**config.mk**
```make
export PLATFORM = sky130hd
export DESIGN_NAME = rd_pixel_packer
export DESIGN_NICKNAME = d
export VERILOG_FILES = /design/src/rtl/rd_pixel_packer_pkg.sv /design/src/rtl/pixel_out_queue.sv /design/src/rtl/rd_pixel_packer.sv
export SDC_FILE = /design/constraint.sdc
export NUM_CORES = 1
export LEC_CHECK = 0
export ABC_CLOCK_PERIOD_IN_PS = 3800
export BUFFER_PORTS_ARGS = -buffer_cell sky130_fd_sc_hd__buf_2
export CORE_MARGIN = 2
export CORE_UTILIZATION = 30
export DETAILED_ROUTE_END_ITERATION = 7
export PLACE_DENSITY = 0.48
export SLEW_MARGIN = 20
export SYNTH_ARGS = -nofsm -noshare
export SYNTH_HDL_FRONTEND = slang
export SYNTH_HIERARCHICAL = 1
export SYNTH_SLANG_ARGS = --single-unit
```
**constraint.sdc**
```tcl
create_clock -name clock -period 3.8 [get_ports clock]
set_input_delay 0.19 -clock clock [delete_from_list [all_inputs] [get_ports clock]]
set_output_delay 0.19 -clock clock [all_outputs]
set_load 0.01 [all_outputs]
```
**src/rtl/rd_pixel_packer_pkg.sv**
```systemverilog
// Shared constants for the read-side pixel path: FIFO geometry, packing defaults
// and a small helper for sizing counters.
package rd_pixel_packer_pkg;

  localparam int FIFO_DATA_W    = 4;
  localparam int FIFO_DEPTH     = 16;
  localparam int PACK_DEF       = 4;
  localparam int LINE_WORDS_DEF = 160;
  localparam int WORD_W         = FIFO_DATA_W * PACK_DEF;

  // Counter width able to hold 0..n-1, never narrower than one bit.
  function automatic int cnt_width(input int n);
    return (n > 2) ? $clog2(n) : 1;
  endfunction

endpackage

```
**src/rtl/pixel_out_queue.sv**
```systemverilog
// Two-entry valid/ready queue with occupancy output. The head register only
// changes on a pop or when the queue is empty, so out_data is stable under stall.
module pixel_out_queue
  import rd_pixel_packer_pkg::*;
#(
  parameter int W = WORD_W
) (
  input  logic         clock,
  input  logic         reset,
  input  logic         in_valid,
  input  logic [W-1:0] in_data,
  output logic         out_valid,
  input  logic         out_ready,
  output logic [W-1:0] out_data,
  output logic [1:0]   count
);

  logic [W-1:0] head_q, head_d;
  logic [W-1:0] tail_q, tail_d;
  logic [1:0]   count_q, count_d;
  logic         pop;

  assign out_valid = (count_q != 2'd0);
  assign out_data  = head_q;
  assign count     = count_q;
  assign pop       = out_valid && out_ready;

  always_comb begin
    head_d  = head_q;
    tail_d  = tail_q;
    count_d = count_q;
    case (count_q)
      2'd0: begin
        if (in_valid) begin
          head_d  = in_data;
          count_d = 2'd1;
        end
      end
      2'd1: begin
        if (in_valid && pop) begin
          head_d = in_data;
        end else if (in_valid) begin
          tail_d  = in_data;
          count_d = 2'd2;
        end else if (pop) begin
          count_d = 2'd0;
        end
      end
      default: begin
        // A push into a full queue without a pop is dropped; callers never do it.
        if (pop) begin
          head_d = tail_q;
          if (in_valid) begin
            tail_d = in_data;
          end else begin
            count_d = 2'd1;
          end
        end
      end
    endcase
  end

  always_ff @(posedge clock) begin
    if (reset) begin
      head_q  <= '0;
      tail_q  <= '0;
      count_q <= 2'd0;
    end else begin
      head_q  <= head_d;
      tail_q  <= tail_d;
      count_q <= count_d;
    end
  end

endmodule

```
**src/rtl/rd_pixel_packer.sv**
```systemverilog
// Pulls entries from the async FIFO read port, packs PACK of them into one word,
// and streams the words out with an end-of-line tag and a sticky protocol error.
module rd_pixel_packer
  import rd_pixel_packer_pkg::*;
#(
  parameter int DATA_W     = FIFO_DATA_W,
  parameter int PACK       = PACK_DEF,
  parameter int LINE_WORDS = LINE_WORDS_DEF
) (
  input  logic                   clock,
  input  logic                   reset,
  output logic                   io_fifo_en,
  input  logic [DATA_W-1:0]      io_fifo_data,
  input  logic                   io_fifo_valid,
  input  logic                   io_fifo_empty,
  output logic                   io_out_valid,
  input  logic                   io_out_ready,
  output logic [DATA_W*PACK-1:0] io_out_data,
  output logic                   io_out_last,
  output logic                   io_err
);

  localparam int POS_W = cnt_width(PACK);
  localparam int IDX_W = cnt_width(LINE_WORDS);
  localparam int SH_W  = DATA_W * (PACK - 1);
  localparam logic [POS_W-1:0] POS_LAST = POS_W'(PACK - 1);
  localparam logic [IDX_W-1:0] IDX_LAST = IDX_W'(LINE_WORDS - 1);

  logic [POS_W-1:0]       issue_pos_q, issue_pos_d;
  logic [POS_W-1:0]       nib_cnt_q, nib_cnt_d;
  logic [SH_W-1:0]        shreg_q, shreg_d;
  logic [IDX_W-1:0]       word_idx_q, word_idx_d;
  logic                   in_flight_q, in_flight_d;
  logic                   skip_q, skip_d;
  logic                   err_q, err_d;
  logic [1:0]             out_count;
  logic                   take;
  logic                   push;
  logic                   pop;
  logic [DATA_W*PACK-1:0] joined;

  // The word-completing read waits for a free queue slot; one read in flight at most.
  assign io_fifo_en = !reset && !io_fifo_empty &&
                      (issue_pos_q != POS_LAST || out_count <= 2'd1);

  // skip_q marks the first cycle after reset, whose returning data is stale.
  assign take   = io_fifo_valid && !skip_q;
  assign joined = {io_fifo_data, shreg_q};
  assign push   = take && (nib_cnt_q == POS_LAST);
  assign pop    = io_out_valid && io_out_ready;

  always_comb begin
    issue_pos_d = issue_pos_q;
    nib_cnt_d   = nib_cnt_q;
    shreg_d     = shreg_q;
    word_idx_d  = word_idx_q;
    in_flight_d = io_fifo_en;
    skip_d      = 1'b0;
    err_d       = err_q | (take && !in_flight_q) | (!io_fifo_valid && in_flight_q);

    if (io_fifo_en) begin
      issue_pos_d = (issue_pos_q == POS_LAST) ? '0 : issue_pos_q + 1'b1;
    end

    if (take) begin
      if (push) begin
        nib_cnt_d = '0;
      end else begin
        nib_cnt_d = nib_cnt_q + 1'b1;
        shreg_d   = joined[DATA_W*PACK-1:DATA_W];
      end
    end

    if (pop) begin
      word_idx_d = (word_idx_q == IDX_LAST) ? '0 : word_idx_q + 1'b1;
    end
  end

  always_ff @(posedge clock) begin
    if (reset) begin
      issue_pos_q <= '0;
      nib_cnt_q   <= '0;
      shreg_q     <= '0;
      word_idx_q  <= '0;
      in_flight_q <= 1'b0;
      skip_q      <= 1'b1;
      err_q       <= 1'b0;
    end else begin
      issue_pos_q <= issue_pos_d;
      nib_cnt_q   <= nib_cnt_d;
      shreg_q     <= shreg_d;
      word_idx_q  <= word_idx_d;
      in_flight_q <= in_flight_d;
      skip_q      <= skip_d;
      err_q       <= err_d;
    end
  end

  pixel_out_queue #(
    .W(DATA_W * PACK)
  ) u_out_queue (
    .clock     (clock),
    .reset     (reset),
    .in_valid  (push),
    .in_data   (joined),
    .out_valid (io_out_valid),
    .out_ready (io_out_ready),
    .out_data  (io_out_data),
    .count     (out_count)
  );

  assign io_out_last = (word_idx_q == IDX_LAST) && io_out_valid;
  assign io_err      = err_q;

endmodule

```
==> flow_metrics.env <==
export IMPL_status="finished clean"
export IMPL_crit_arrival_ps=1880
export IMPL_antenna_left=0
export IMPL_synth_edff_count=0
export IMPL_n_antenna_cell=0
export IMPL_met1_usage=0.1879
export IMPL_hold_class="in -> reg"
export IMPL_first_pass_iters=4
export IMPL_final_cell_area_um2=3144
export IMPL_floorplan_initialDensity=0.3121
export IMPL_dpl_cell_area_um2=2953
export IMPL_syn_avg_cell_area_um2=9.597
export IMPL_synthTopCellsByArea="dfxtp_1 (45%), mux2i_1 (12%), nand2b_1 (8.0%)"
export IMPL_stdcell_count=425
export IMPL_power_mw=1.280
export IMPL_grt_pass1_wl_um=10250
export IMPL_yosysWarnings=6
export IMPL_drt_vias_per_instance=4.814
export IMPL_routabilityCongestion=0.7172
export IMPL_grtUsageMet2=0.1881
export IMPL_top_usage_layer="met2"
export IMPL_antenna_found_initial=0
export IMPL_syn_inst=285
export IMPL_worstPathRequired_ps=3610
export IMPL_clock_path_buffers=2
export IMPL_clkSinkCount=61
export IMPL_clk_pin_slew_ps=70
export IMPL_irDropWorstVdd_v=0.0001292
export IMPL_grt_pass1_vias=2036
export IMPL_wl_per_cell_um=13.96
export IMPL_grt_use_met3=0.02811
export IMPL_drive_gt1_frac=0.2208
export IMPL_power_density_nw_per_um2=407.2
export IMPL_numCtsBuffers=9
export IMPL_tns_ps=0
export IMPL_drc=0
export IMPL_period_needed_ps=2072
export IMPL_finalClockSkew_ps=8.210
export IMPL_tightest_slew_ps=749.0
export IMPL_ys_flop_type="dfxtp_1"
export IMPL_ys_ff_latch=61
export IMPL_cts_tree="yes"
export IMPL_synthesis_area_um2=2735
export IMPL_crit_fanout=17
export IMPL_synthesis_nets=297
export IMPL_max_cap_violations=0
export IMPL_layout_setup_ws_ps=1728
export IMPL_pre_cts_ws_ps=1745
export IMPL_dieArea_um2=9897
export IMPL_startpoint_type="register"
export IMPL_nNetsFinal=324
export IMPL_dp_cells=409
export IMPL_crit_type="reg -> out"
export IMPL_grt_usage=0.1329
export IMPL_num_io_pins=29
export IMPL_post_cts_resized=0
export IMPL_area_growth_pct=14.96
export IMPL_synth_cell_types=41
export IMPL_setup_viol=0
export IMPL_numPortBuffers=28
export IMPL_htreeDepth=3
export IMPL_post_synth_top_area_fraction=0.4465
export IMPL_drt_iter0_markers=93
export IMPL_critPathCaptureType="primary output"
export IMPL_yosysSeqAreaShare=0.4465
export IMPL_drv_slew=0
export IMPL_die_h_um=99.49
export IMPL_cts_setup_buffers=0
export IMPL_fmax_mhz=482.7
export IMPL_wl_um=5933
export IMPL_async_reset_ff_frac=0
export IMPL_grt_max_degree=43
export IMPL_core_um2=8763
export IMPL_layout_worst_path_cycle_share=0.5452
export IMPL_slew_headroom=0.5007
export IMPL_cts_hold_buf=0
export IMPL_clockRootBuffer="clkbuf_8"
export IMPL_rsz0062_at_grt="false"
export IMPL_p_leak_nw=1.077
export IMPL_gr_total_overflow=0
export IMPL_die_w_um=99.49
export IMPL_num_vias=2046
export IMPL_finalHoldViolations=0
export IMPL_dp_hpwl_um=3947
export IMPL_rows=34
export IMPL_yosysTopAreaCell="dfxtp_1"
export IMPL_insertion_delay_ps=340
==> routing by layer <==
metal / up-vias / part of all wire
met1: 955 / 0.52
li1: 1049 / -
met4: 0 / 0.022
met5: - / 0
met3: 10 / 0.037
met2: 32 / 0.42
==> registers in the layout, indices dropped and copies added, names as in the netlist, 2 cells and up <==
register,count
issue_pos_q,2
nib_cnt_q,2
shreg_q,12
u_out_queue/out_data,16
u_out_queue/tail_q,16
u_out_queue/count,2
word_idx_q,8
==> kinds of logic after synthesis <==
family	count (synthesis)	synth area share
fa+ha+maj	3	0.01373
mux	35	0.1290
flops	61	0.4465
buf+inv	22	0.04163
xor+xnor	2	0.006406
simple gates	95	0.1894
compound gates	67	0.1734
==> path summary, 6_finish.rpt <==
path / startpoint / endpoint / slack, ps / cells past startpoint
worst max-delay path: u_out_queue/count[1]$_SDFFE_PP0P_ / io_out_last / 1730 / 4
worst max register to register: u_out_queue/count[1]$_SDFFE_PP0P_ / u_out_queue/out_data[12]$_SDFFE_PP0P_ / 1750 / 3
worst min-delay path: io_fifo_empty / in_flight_q$_SDFF_PP0_ / 80 / 2
worst min register to register: u_out_queue/tail_q[11]$_SDFFE_PP0P_ / u_out_queue/tail_q[11]$_SDFFE_PP0P_ / 470 / 2
==> stage by stage <==
step | hold WS [ps] | util
3_3_place_gp | 424.7 | 0.3370
5_1_grt | 62.02 | 0.3588
2_1_floorplan | 217.7 | -
3_5_place_dp | 426.0 | 0.3370
4_1_cts | 55.76 | 0.3588
6_report | 75.19 | 0.3588
==> cells in the mapped netlist, types with 2 or more instances <==
cell type / number
dfxtp_1: 61
a21oi_1: 36
nand2b_1: 35
mux2i_1: 33
nand2_1: 30
a211oi_2: 10
a211oi_1: 9
clkbuf_1: 8
nor2_1: 6
o21ai_0: 6
inv_1: 5
buf_2: 4
nand3_1: 4
buf_6: 3
ha_1: 3
nor2b_1: 3
or3_1: 3
mux2_2: 2
or2_2: 2
==> critical path: stages (launching register included) <==
cell,delay [ps]
dfxtp_1,800
or2_2,290
inv_1,50
nor4_1,240
buf_2,170
==> layout by cell type, fill, tap and decap left out, drive strengths merged, types with 6 or more instances in the layout <==
master	netlist	layout
dfxtp	61	61
mux2i	33	33
buf	9	33
nand2b	35	35
nand2	30	30
a211oi	19	19
a21oi	37	37
o21ai	7	7
clkbuf	8	11
nor2	6	6
==> final cells by class <==
type | instances | area [um2]
clock buffer | 11 | 141.4
clock inverter | 5 | 50.05
fill | 915 | 5619
inverter | 5 | 18.77
multi-input combinational | 202 | 1400
sequential | 61 | 1221
tap | 108 | 135.1
timing repair buffer | 33 | 177.7
==> report_power, final <==
group	switching [mW]	leakage [nW]	total (mW)	internal (mW)
Sequential	0.00601	0.493	0.654	0.648
Combinational	0.0347	0.481	0.0590	0.0243
Clock	0.251	0.103	0.568	0.316
Total	0.292	1.08	1.28	0.988
Note: power is estimated with default switching activity, not from simulation.
